### src/rtl/serial_add_seq.sv
// Bit-serial WIDTH-bit adder sequencer driving an external 1-bit full-adder cell, LSB first.
// Latency WIDTH+1 cycles start-to-done; start is ignored while busy and is never queued.
module serial_add_seq #(
    parameter int WIDTH = 8
) (
    input  logic             clk,
    input  logic             rst,
    input  logic             start,
    input  logic [WIDTH-1:0] op_a,
    input  logic [WIDTH-1:0] op_b,
    input  logic             cin,
    output logic             busy,
    output logic             done,
    output logic [WIDTH-1:0] sum,
    output logic             cout,
    output logic             fa_a,
    output logic             fa_b,
    output logic             fa_cin,
    input  logic             fa_s,
    input  logic             fa_cout
);

    localparam int CW = $clog2(WIDTH) + 1;

    typedef enum logic [1:0] {
        IDLE = 2'd0,
        RUN  = 2'd1,
        DONE = 2'd2
    } state_t;

    state_t           r_state;
    logic [WIDTH-1:0] r_a_sh;
    logic [WIDTH-1:0] r_b_sh;
    logic [WIDTH-1:0] r_s_sh;
    logic             r_carry;
    logic [CW-1:0]    r_cnt;
    logic             r_busy;
    logic             r_done;
    logic [WIDTH-1:0] r_sum;
    logic             r_cout;

    logic             w_run;
    logic [WIDTH-1:0] w_s_next;

    assign w_run    = (r_state == RUN);
    assign w_s_next = {fa_s, r_s_sh[WIDTH-1:1]};

    // Cell inputs are gated so the cell sees all-zero outside RUN.
    assign fa_a   = w_run & r_a_sh[0];
    assign fa_b   = w_run & r_b_sh[0];
    assign fa_cin = w_run & r_carry;

    assign busy = r_busy;
    assign done = r_done;
    assign sum  = r_sum;
    assign cout = r_cout;

    always_ff @(posedge clk) begin
        if (rst) begin
            r_state <= IDLE;
            r_a_sh  <= '0;
            r_b_sh  <= '0;
            r_s_sh  <= '0;
            r_carry <= 1'b0;
            r_cnt   <= '0;
            r_busy  <= 1'b0;
            r_done  <= 1'b0;
            r_sum   <= '0;
            r_cout  <= 1'b0;
        end else begin
            case (r_state)
                IDLE: begin
                    r_done <= 1'b0;
                    if (start) begin
                        r_a_sh  <= op_a;
                        r_b_sh  <= op_b;
                        r_carry <= cin;
                        r_s_sh  <= '0;
                        r_cnt   <= '0;
                        r_busy  <= 1'b1;
                        r_state <= RUN;
                    end
                end
                RUN: begin
                    r_s_sh  <= w_s_next;
                    r_carry <= fa_cout;
                    r_a_sh  <= {1'b0, r_a_sh[WIDTH-1:1]};
                    r_b_sh  <= {1'b0, r_b_sh[WIDTH-1:1]};
                    r_cnt   <= r_cnt + 1'b1;
                    if (r_cnt == CW'(WIDTH - 1)) begin
                        r_sum   <= w_s_next;
                        r_cout  <= fa_cout;
                        r_done  <= 1'b1;
                        r_state <= DONE;
                    end
                end
                DONE: begin
                    r_done  <= 1'b0;
                    r_busy  <= 1'b0;
                    r_state <= IDLE;
                end
                default: begin
                    r_done  <= 1'b0;
                    r_busy  <= 1'b0;
                    r_state <= IDLE;
                end
            endcase
        end
    end

endmodule

### config.mk
export PLATFORM = sky130hd
export DESIGN_NAME = serial_add_seq
export DESIGN_NICKNAME = d
export VERILOG_FILES = /design/src/rtl/serial_add_seq.sv
export SDC_FILE = /design/constraint.sdc
export NUM_CORES = 1
export LEC_CHECK = 0
export ABC_AREA = 1
export CAP_MARGIN = 20
export CELL_PAD_IN_SITES_DETAIL_PLACEMENT = 0
export CELL_PAD_IN_SITES_GLOBAL_PLACEMENT = 1
export CORE_MARGIN = 1.5
export CORE_UTILIZATION = 31
export CTS_CLUSTER_DIAMETER = 80
export DETAILED_ROUTE_END_ITERATION = 16
export GPL_TIMING_DRIVEN = 0
export PLACE_DENSITY_LB_ADDON = 0.1
export REMOVE_ABC_BUFFERS = 1
export SYNTH_ARGS = -nofsm -noshare
export SYNTH_HDL_FRONTEND = slang
export SYNTH_SLANG_ARGS = --single-unit
export TNS_END_PERCENT = 20
### constraint.sdc
create_clock -name clk -period 1.5 [get_ports clk]
set_input_delay 0.3 -clock clk [delete_from_list [all_inputs] [get_ports clk]]
set_output_delay 0.3 -clock clk [all_outputs]
set_load 0.05 [all_outputs]
# [Word level (Yosys, flattened, before mapping)]
# Index checks and enable logic that the tools add are counted.
[op_classes] eq_ne=4 muxes=15 div=0 shifts=0 n_bitwise=4 n_mul=0 n_addsub=1 n_lt_le_gt_ge=0 n_reduce_logical=7
[ops] cell="$pmux 8 s2" count=3
[ops] cell="$mux 8" count=3
[ops] cell="$pmux 4 s2" count=1
[ops] cell="$reduce_and 2->1" count=4
[ops] cell="$add 4x1->4 const B" count=1
[ops] cell="$eq 4x3->1 const B" count=1
[ops] cell="$mux 2" count=2
[ops] cell="$mux 4" count=1
[ops] cell="$pmux 1 s2" count=2
[ops] cell="$pmux 2 s2" count=1
[ops] cell="$and 1x1->1" count=3
[ops] cell="$eq 2x1->1 const B" count=1
[ops] cell="$logic_not 2->1" count=1
[ops] cell="$mux 1" count=2
[ops] cell="$ne 2x1->1 const B" count=1
[ops] cell="$ne 2x2->1 const B" count=1
[ops] cell="$reduce_bool 2->1" count=1
[ops] cell="$reduce_or 2->1" count=1
[ops] cell="$not 1->1" count=1
[totals] latch_bits=0 word_cells=41 input_bits=22 n_memories=0 regBits=42 romBits=0 ramBits=0 output_inout_bits=14

# [Depth between registers and ports, before layout]
[logic_depth] depth_word=3 mapped_depth=7 ltp_nobuf=7

# [Least setup slack after synthesis]
# Ideal clock, no wire load.
[synth_path] path_type="reg-to-output" from="reg r_state[1]" to="out fa_a" path_buffers=1 t_required_ps=1200 path_stages_with_launch=5 setup_slack_ps=-151 t_arrival_ps=1351 path_cell_list="dfxtp_1 -> inv_2 -> nand2_4 -> buf_2 -> nor2_1"
[synth_between] elab_chain_cells=2
[synth_lines] item="start, declared" line="31" rtl="state_t r_state;"
[synth_lines] item="start signal, assigned" line="60" rtl="r_state <= IDLE;"
[synth_lines] item="start signal, assigned" line="81" rtl="r_state <= RUN;"
[synth_lines] item="start signal, assigned" line="94" rtl="r_state <= DONE;"
[synth_lines] item="$eq 2x1->1" line="45" rtl="assign w_run = (r_state == RUN);"
[synth_lines] item="$and 1x1->1" line="49" rtl="assign fa_a = w_run & r_a_sh[0];"
[synth_lines] item="end, declared" line="16" rtl="output logic fa_a,"
# No other way between the ends.

# [Final worst setup path]
[layout_path] from="reg r_state[1]" to="out fa_b"
[layout_between] elab_chain_cells=2
[layout_lines] item="$eq 2x1->1" line="45"
[layout_lines] item="$and 1x1->1" line="50" rtl="assign fa_b = w_run & r_b_sh[0];"
[layout_lines] item="end, declared" line="17" rtl="output logic fa_b,"
# No other way between the ends.

==> impl_metrics.env <==
export IMPL_drt_vias_per_instance=4.47
export IMPL_arrival_ps=1170
export IMPL_cts_made_buffers=5
export IMPL_min_from="r_b_sh[1]"
export IMPL_fin_skew_ps=7.21
export IMPL_multi_input_area_um2=843
export IMPL_grt_usage_pct=15.6
export IMPL_cts_root_buf="clkbuf_8"
export IMPL_outcome="finished clean"
export IMPL_crit_type="reg2out"
export IMPL_num_vias=1601
export IMPL_setup_viol=0
export IMPL_leakage_nw=0.975
export IMPL_antenna_found_initial=0
export IMPL_cap_violations=0
export IMPL_maxSlewHeadroom_pct=60.5
export IMPL_synth_seq_cells=41
export IMPL_finalPower_w=0.00240
export IMPL_grt_pass1_wl_um=7530
export IMPL_critPathLaunchType="register"
export IMPL_hold_ws_ps=452
export IMPL_slew_viol_final=0
export IMPL_die_area_um2=6220
export IMPL_fin_area_um2=2360
export IMPL_drtPass1Iterations=4
export IMPL_cts_tree="yes"
export IMPL_final_layout_size_suffix_gt1_share_pct=12.6
export IMPL_ys_types=18
export IMPL_routed_wl_um=4280
export IMPL_synth_avg_cell_area_um2=7.11
export IMPL_netlist_area_um2=1780
export IMPL_dp_hpwl_um=2600
export IMPL_io_pins=36
export IMPL_hold_violations=0
export IMPL_peakVddDrop_mv=0.499
export IMPL_yosysSeqAreaShare_pct=46.0
export IMPL_drt_iter0_drc=103
export IMPL_register_area_um2=826
export IMPL_cellPowerDensity_nw_per_um2=1020
export IMPL_grt_pass1_vias=1583
export IMPL_worstReg2RegStart="r_cnt[0]"
export IMPL_die_y_um=78.9
export IMPL_drc=0
export IMPL_row_count=27
export IMPL_ant_nets=0
export IMPL_grt_max_degree=21
export IMPL_layout_min_cycle_time_ps=1470
export IMPL_start_util_pct=32.2
export IMPL_cts_sinks=41
export IMPL_num_antenna_cells=0
export IMPL_stdcell_count=358
export IMPL_wire_per_inst_um=12.0
export IMPL_crit_fanout=15
export IMPL_io_buffers=35
export IMPL_finalCritPeriodShare_pct=97.9
export IMPL_synthCells=251
export IMPL_dp_cells=347
export IMPL_htreeDepth=2
export IMPL_grt_overflow=0
export IMPL_worstPathRequired_ps=1200
export IMPL_die_x_um=78.9
export IMPL_fill_cells=621
export IMPL_end_kind="output port"
export IMPL_hold_path_class="reg2reg"
export IMPL_grt_setup_unrepaired="yes"
export IMPL_area_delta_synth_final_pct=32.3
export IMPL_max_freq_mhz=681
export IMPL_core_area_um2=5540
export IMPL_dpl_cell_area_um2=2150
export IMPL_routabilityCongestion=0.716
export IMPL_nets=308
export IMPL_max_slew_worst_pin_slew_ps=593
export IMPL_crit_start="r_state[1]"
export IMPL_ys_warn_count=0
export IMPL_clock_latency_ps=300
export IMPL_cts_max_path_buffers=2
export IMPL_clk_pin_slew_ps=80
layout by cell type, fill, tap and decap left out, types with 2 or more instances in the layout:
cell             instances
nor2_2                   3
a21oi_1                  5
inv_1                   20
clkinvlp_4               3
buf_6                    2
clkdlybuf4s50_1         19
clkdlybuf4s15_2          2
o21ai_0                 15
clkbuf_8                 6
nor2_1                  34
clkdlybuf4s15_1          9
nand2_4                  3
nor2_4                   7
nand3_1                 36
dfxtp_1                 39
nand2_1                 69
layer usage:
metal  routed length (µm)  share of wire, %  global-route usage [%]
met2                 1810                42                    24.0
met3                  185               4.3                    4.25
met1                 2250                52                    21.3
met5                    0                 0                       0
met4                   42              0.98                    4.74
power breakdown:
group	total [W]	internal, W	switching [W]
clock	0.000953	0.000542	0.000412
sequential	0.00115	0.00112	0.0000230
combinational	0.000303	0.000125	0.000178
registers in the layout (all words and copies together), names as in the netlist:
name / flops
r_state: 2
r_a_sh: 8
r_cnt: 4
done: 1
r_carry: 1
r_s_sh: 7
busy: 1
cout: 1
sum: 8
r_b_sh: 8
critical path: stages (launching register included):
cell and delay [ps]:
dfxtp_4 380, inv_4 90, nand2_8 110, nor2_4 110, buf_6 160
synth_stat cells:
cell      count  share of area, %
nor2_1       37               7.8
a21oi_1       5               1.4
nor3_1        1              0.28
o21a_1        1              0.42
dfxtp_1      41                46
buf_4         1              0.42
ha_1          1              0.70
inv_2         2              0.42
o21ai_0      15               4.2
nor2_4        2               1.3
buf_6         3               1.9
nor2_2        5               1.8
inv_1        21               4.4
nand3_1      36                10
buf_2         6               1.7
nand2_4       4               2.5
clkbuf_1      1              0.21
nand2_1      69                15
worst paths after layout:
check         endpoint  slack [ps]  depth (start not counted)
max               fa_b          30                          4
min          r_b_sh[0]         450                          2
max reg2reg     sum[7]         190                          7
min reg2reg  r_b_sh[0]         450                          2
timing repair:
| action | 4_1_cts | 5_1_grt |
|---|---|---|
| pin swaps | 0 | 1 |
| hold buffers | 0 | 0 |
| endpoints found under the setup margin | 52 | 22 |
| cloned | 1 | 0 |
| endpoints found under the hold margin | 0 | 0 |
| setup buffers | 0 | 2 |
| resized for setup | 46 | 19 |
kinds of logic after synthesis:
group / count (synthesis) / share of synthesized area, %
DFF: 41 / 46.0
buffers and inverters: 34 / 9.05
and+or+nand+nor: 154 / 38.2
AOI/OAI and AO/OA: 21 / 6.03
adders and majority gates: 1 / 0.701
layout make-up:
type	instances	area share [%]
Clock inverter	2	1.59
Multi-Input combinational cell	176	35.7
Timing Repair inverter	1	0.318
Inverter	23	3.92
Tap cell	72	3.82
Clock buffer	6	3.50
Timing Repair Buffer	37	16.2
Sequential cell	41	35.0
metrics by stage:
stage	util, %	TNS [ps]	setup slack [ps]
finish	42.6	0	30.8
floorplan	-	-90.4	-30.1
CTS	41.4	-6.62	-3.71
global route	42.6	-102	-38.8
detailed placement	38.8	-31410	-931
global placement	38.8	-32310	-951
No activity file was read; power rests on OpenSTA's default activity.
==> RTL change 1: new RTL, same settings <==
The 3 states of `state_t` get a one-hot encoding in 3 bits.
--- a/src/rtl/serial_add_seq.sv
+++ b/src/rtl/serial_add_seq.sv
@@ -22,10 +22,10 @@
 
     localparam int CW = $clog2(WIDTH) + 1;
 
-    typedef enum logic [1:0] {
-        IDLE = 2'd0,
-        RUN  = 2'd1,
-        DONE = 2'd2
+    typedef enum logic [2:0] {
+        IDLE = 3'b001,
+        RUN  = 3'b010,
+        DONE = 3'b100
     } state_t;
 
     state_t           r_state;
Check against the original RTL: no difference found for any inputs over 10 cycles, from zero or initial values and one cycle with rst high; not proved beyond that.
==> RTL change 1 against the original RTL <==
- synthesized area up 6.2%
- synthesized cell count is 9.6% higher
- routed wire length up 17%
- power is 3.3% higher
- worst setup slack improved by 0.76 ps
- sequential share of layout area shrank 1.4 points
- die area grew 6.0%
- design area rose by 7.1%
- sequential cell count up 1
- non-clock buffer count up 11
- final cell count grew 10%
- utilization rose by 0.094 points
- clock power down 5.7%
- critical endpoint is now fa_cin
- largest cell class unchanged
==> RTL change 1: results (changes against the original RTL) <==
metric,value,unit,change
status,completed,,unchanged
nets,341,,was 308
met3 Use GR,4.157,%,was 4.253%
cts bufs inserted,5,,unchanged
vias,1820,,was 1601
RePlAce Congestion,0.6699,,was 0.7159
"Max FO, Critical Path",6,,was 15
DR pass1 iterations,4,,unchanged
Layout fillers,636,,was 621
synth cell count leaders,"nand2_1 (66), nor2_1 (53), dfxtp_1 (42), nand3_1 (40), inv_1 (20)",,"was nand2_1 (69), dfxtp_1 (41), nor2_1 (37), nand3_1 (36), inv_1 (21)"
Post-Place Cells,370,,was 347
LEAKAGE,1.177,nW,was 0.9752 nW
met1 Resource Use GR,21.66,%,was 21.32%
number of diodes,0,,unchanged
"Largest stage delay, worst path",350,ps,was 380 ps
Slew @ Worst Pin,490.2,ps,was 592.7 ps
wire per inst,12.70,um,was 11.96 um
Worst path slowest cell,dfxtp_2,,was dfxtp_4
largest net degree at the start of global routing,38,,was 21
"Clk Latency, worst-skew pair",300,ps,about the same
met2 Use GR,27.08,%,was 23.97%
DP HPWL,2587,um,was 2601 um
CP arrival,1170,ps,about the same
Worst Setup SP,r_state[2]$_SDFFE_PP0P_,,was r_state[1]$_SDFFE_PP0P_
vias in the first global route,1640,,was 1583
initial antenna violation count,0,,unchanged
"Seq/Total Area, Yosys",44.36,%,was 46.00%
share of layout cells above drive strength 1,12.85,%,was 12.59%
# port buffers,35,,unchanged
Mapped Avg Cell Area,6.893,sq um,was 7.108 sq um
synth top area cells,"dfxtp_1 (44%), nand2_1 (13%), nand3_1 (11%)",,"was dfxtp_1 (46%), nand2_1 (15%), nand3_1 (10%)"
DRT iter0 DRCs,88,,was 103
Hold Path Origin,busy$_SDFFE_PP0P_,,was r_b_sh[1]$_SDFFE_PP0P_
first-pass GRT wire length,8259,um,was 7534 um
VDD IR max,0.0004027,V,was 0.0004993 V
clock-pin slew on the worst setup and hold paths,70,ps,
Hold Buf Count CTS,0,,unchanged
clock skew,12.01,ps,was 7.208 ps
synth unique cells,21,,was 18
Synth Warn #,0,,unchanged
GRT Overall Usage,16.89,%,was 15.59%
vias per cell,4.619,,was 4.472
root buffer cell,clkbuf_8,,unchanged
clock tree buffer depth,2,,unchanged
dpl cell area,2241,sq um,was 2150 sq um
[RTL change 1: report_power, final]
group | total [mW] | internal [mW] | switching, mW
clock network | 0.899 | 0.497 | 0.402
registers | 1.20 | 1.17 | 0.0318
logic | 0.386 | 0.167 | 0.218
total | 2.48 | 1.83 | 0.652
[RTL change 1: logic make-up after synthesis]
| family | after synthesis | synth area share (%) |
|---|---|---|
| adders and majority gates | 1 | 0.6600 |
| and+or+nand+nor | 168 | 37.89 |
| buffers and inverters | 37 | 9.571 |
| DFF | 42 | 44.36 |
| AOI/OAI and AO/OA | 27 | 7.525 |
[RTL change 1: final timing paths]
check | endpoint | slack, ps | depth (start not counted)
worst max register to register | r_b_sh[7]$_SDFFE_PP0P_ | 140 | 6
worst min register to register | busy$_SDFFE_PP0P_ | 470 | 2
worst max-delay path | fa_cin | 30 | 4
worst min-delay path | busy$_SDFFE_PP0P_ | 470 | 2
[RTL change 1: area by class of cell]
type,count,share of cell area [%]
Inverter,22,3.464
Clock buffer,6,2.870
Timing Repair Buffer,48,18.16
Sequential cell,42,33.60
Multi-Input combinational cell,199,36.71
Tap cell,75,3.711
Clock inverter,2,1.484
[RTL change 1: critical path, delay by kind of cell, from the launching register on]
| kind | cells | cell delay [ps] |
|---|---|---|
| buf+inv | 1 | 160 |
| flops | 1 | 350 |
| simple gates | 3 | 370 |
[RTL change 1: repair_timing]
item / in CTS / in global routing
hold endpoints to repair: 0 / 0
resized for setup: 40 / 15
endpoints found under the setup margin: 56 / 32
cloned: 3 / 0
pin swaps: 4 / 1
buffers inserted: 12 / 1
[RTL change 1: metrics by stage]
stage / TNS (ps) / util, % / setup WS [ps]
after global placement: -41220 / 37.85 / -1490
after floorplan: -7382 / - / -700.2
after detailed placement: -40830 / 37.85 / -1484
after global routing: -106.4 / 42.71 / -41.97
after CTS: -40.87 / 42.16 / -40.87
final: 0 / 42.71 / 31.58
[RTL change 1: layer usage]
layer / vias up / share of wire, %
met4: 0 / 1.6
met1: 815 / 50
met5: - / 0
met2: 30 / 45
li1: 969 / -
met3: 6 / 4.1
==> RTL change 2: new RTL, config.mk and constraints unchanged <==
Without the edit above. `WIDTH`: 8 -> 16.
--- a/src/rtl/serial_add_seq.sv
+++ b/src/rtl/serial_add_seq.sv
@@ -1,7 +1,7 @@
 // Bit-serial WIDTH-bit adder sequencer driving an external 1-bit full-adder cell, LSB first.
 // Latency WIDTH+1 cycles start-to-done; start is ignored while busy and is never queued.
 module serial_add_seq #(
-    parameter int WIDTH = 8
+    parameter int WIDTH = 16
 ) (
     input  logic             clk,
     input  logic             rst,
Ports: changed (resized op_a, op_b and sum); port bits go from 36 to 60. No check against the original RTL was run, so the function may have changed too.
==> RTL change 2 against the original RTL <==
- the flow now finishes with violations (negative setup slack)
- critical path depth up 6
- highest routed layer unchanged
- die area up 83%
- sequential share of layout area shrank 2.2 points
- worst setup slack got worse by 48 ps
- sequential cell count up 33
- combinational power up 120%
- power is 80% higher
- routed wire length increased by 100%
- clock skew is essentially flat
- non-clock buffer count is 46 higher
- design area grew 94%
- synthesized area is 87% higher
==> RTL change 2: results (changes against the original RTL) <==
metric,value,unit,change
CP arrival,1800,ps,was 1170 ps
cts bufs inserted,9,,was 5
GRT Overall Usage,16.01,%,was 15.59%
final WL,8713,um,was 4280 um
failing checks,negative setup slack,,
vias per cell,4.468,,was 4.472
Min-Delay Path Class,input port to register,,was register to register
Layout fillers,1110,,was 621
first-pass GRT wire length,14190,um,was 7534 um
dpl cell area,4030,sq um,was 2150 sq um
"Seq/Total Area, Yosys",44.51,%,was 46.00%
Post-synth top flop,dfxtp_1,,unchanged
synth unique cells,21,,was 18
LEAKAGE,2.093,nW,was 0.9752 nW
reg2reg path depth,10,,was 7
synth top area cells,"dfxtp_1 (45%), nand2_1 (19%), nor2_1 (11%)",,"was dfxtp_1 (46%), nand2_1 (15%), nand3_1 (10%)"
VDD IR max,0.0004749,V,was 0.0004993 V
Setup WS post-layout,-17.47,ps,was 30.82 ps
vias in the first global route,3004,,was 1583
clock skew,7.549,ps,was 7.208 ps
Crit path max-delay family,simple AND/OR/NAND/NOR gates,,was flip-flops
synth cell count leaders,"nand2_1 (168), nor2_1 (100), dfxtp_1 (74), inv_1 (39), nand3_1 (38)",,"was nand2_1 (69), dfxtp_1 (41), nor2_1 (37), nand3_1 (36), inv_1 (21)"
"Largest stage delay, worst path",360,ps,was 380 ps
# port buffers,59,,was 35
RePlAce Congestion,0.7181,,was 0.7159
DP HPWL,4752,um,was 2601 um
final worst-path cycle share,101.2,%,was 97.95%
setup_tns,-59.94,ps,was 0 ps
WHS Path Cells,3,,was 2
status,"finished, violations left",,was completed
share of layout cells above drive strength 1,15.38,%,was 12.59%
largest net degree at the start of global routing,37,,was 21
"Clk Latency, worst-skew pair",350,ps,was 300 ps
Worst Setup SP,r_cnt[1]$_SDFFE_PP0P_,,was r_state[1]$_SDFFE_PP0P_
Hold Path Origin,start,,was r_b_sh[1]$_SDFFE_PP0P_
"Max FO, Critical Path",6,,was 15
DRT iter0 DRCs,109,,was 103
Slew @ Worst Pin,528.0,ps,was 592.7 ps
setup violators final,7,,was 0
DR pass1 iterations,4,,unchanged
[RTL change 2: changes by cell type in the layout (fill, tap and decap cells not counted), moves of 16 or more]
cell,before,now
nor2_1,34,96
nand2_1,69,166
clkdlybuf4s50_1,19,35
a21oi_1,5,22
dfxtp_1,39,68
[RTL change 2: final cells by class]
type	instances	area, sq um	area share [%]
repair inverters	1	8.758	0.1912
clock inverters	2	37.54	0.8192
well taps	136	170.2	3.714
inverters	41	173.9	3.796
clock buffers	12	155.1	3.386
multi-input cells	359	1629	35.55
repair buffers	83	905.9	19.77
flip-flops and latches	74	1501	32.77
[RTL change 2: power breakdown]
part	switching, mW	internal (mW)	total [mW]	leakage, nW
clock	0.711	0.842	1.55	0.0946
sequential	0.0496	2.05	2.10	0.609
combinational	0.374	0.294	0.667	1.39
total	1.13	3.19	4.32	2.09
[RTL change 2: metrics by stage]
step,cells,setup WS (ps)
3_3_place_gp,667,-2431
3_5_place_dp,671,-1252
5_1_grt,708,-101.7
6_report,708,-17.47
2_1_floorplan,472,-1180
4_1_cts,699,-45.78
[RTL change 2: final timing paths]
kind / slack (ps) / end
setup / recovery: -20 / sum[5]$_SDFFE_PP0P_
hold / removal: 450 / r_state[0]$_SDFFE_PP0P_
setup reg to reg: -20 / sum[5]$_SDFFE_PP0P_
hold reg to reg: 470 / r_s_sh[1]$_SDFFE_PP0P_
[RTL change 2: worst register-to-register path: stages, from the launching register on]
cell and delay, ps:
dfxtp_4 360, ha_4 130, inv_2 40, nor3_2 130
ha_2 220, inv_2 50, nor2_4 150, buf_6 140
buf_12 110, o21bai_1 60, nor2_1 90
[RTL change 2: cells by family after synthesis]
| family | Yosys count | synth area share [%] |
|---|---|---|
| adders and majority gates | 2 | 0.7518 |
| buffers and inverters | 72 | 9.737 |
| DFF | 74 | 44.51 |
| AOI/OAI and AO/OA | 43 | 7.707 |
| and+or+nand+nor | 312 | 37.29 |
[RTL change 2: timing repair]
action	4_1_cts	5_1_grt
hold buffers	0	0
cloned	4	0
pin swaps	5	4
gates resized for setup	106	15
setup endpoints to repair	95	72
buffers inserted	10	9
[RTL change 2: metal layers]
layer | wire (um) | track usage, %
met5 | 0 | 0
met4 | 150 | 5.524
met3 | 369 | 4.316
met2 | 4321 | 29.53
met1 | 3872 | 17.53
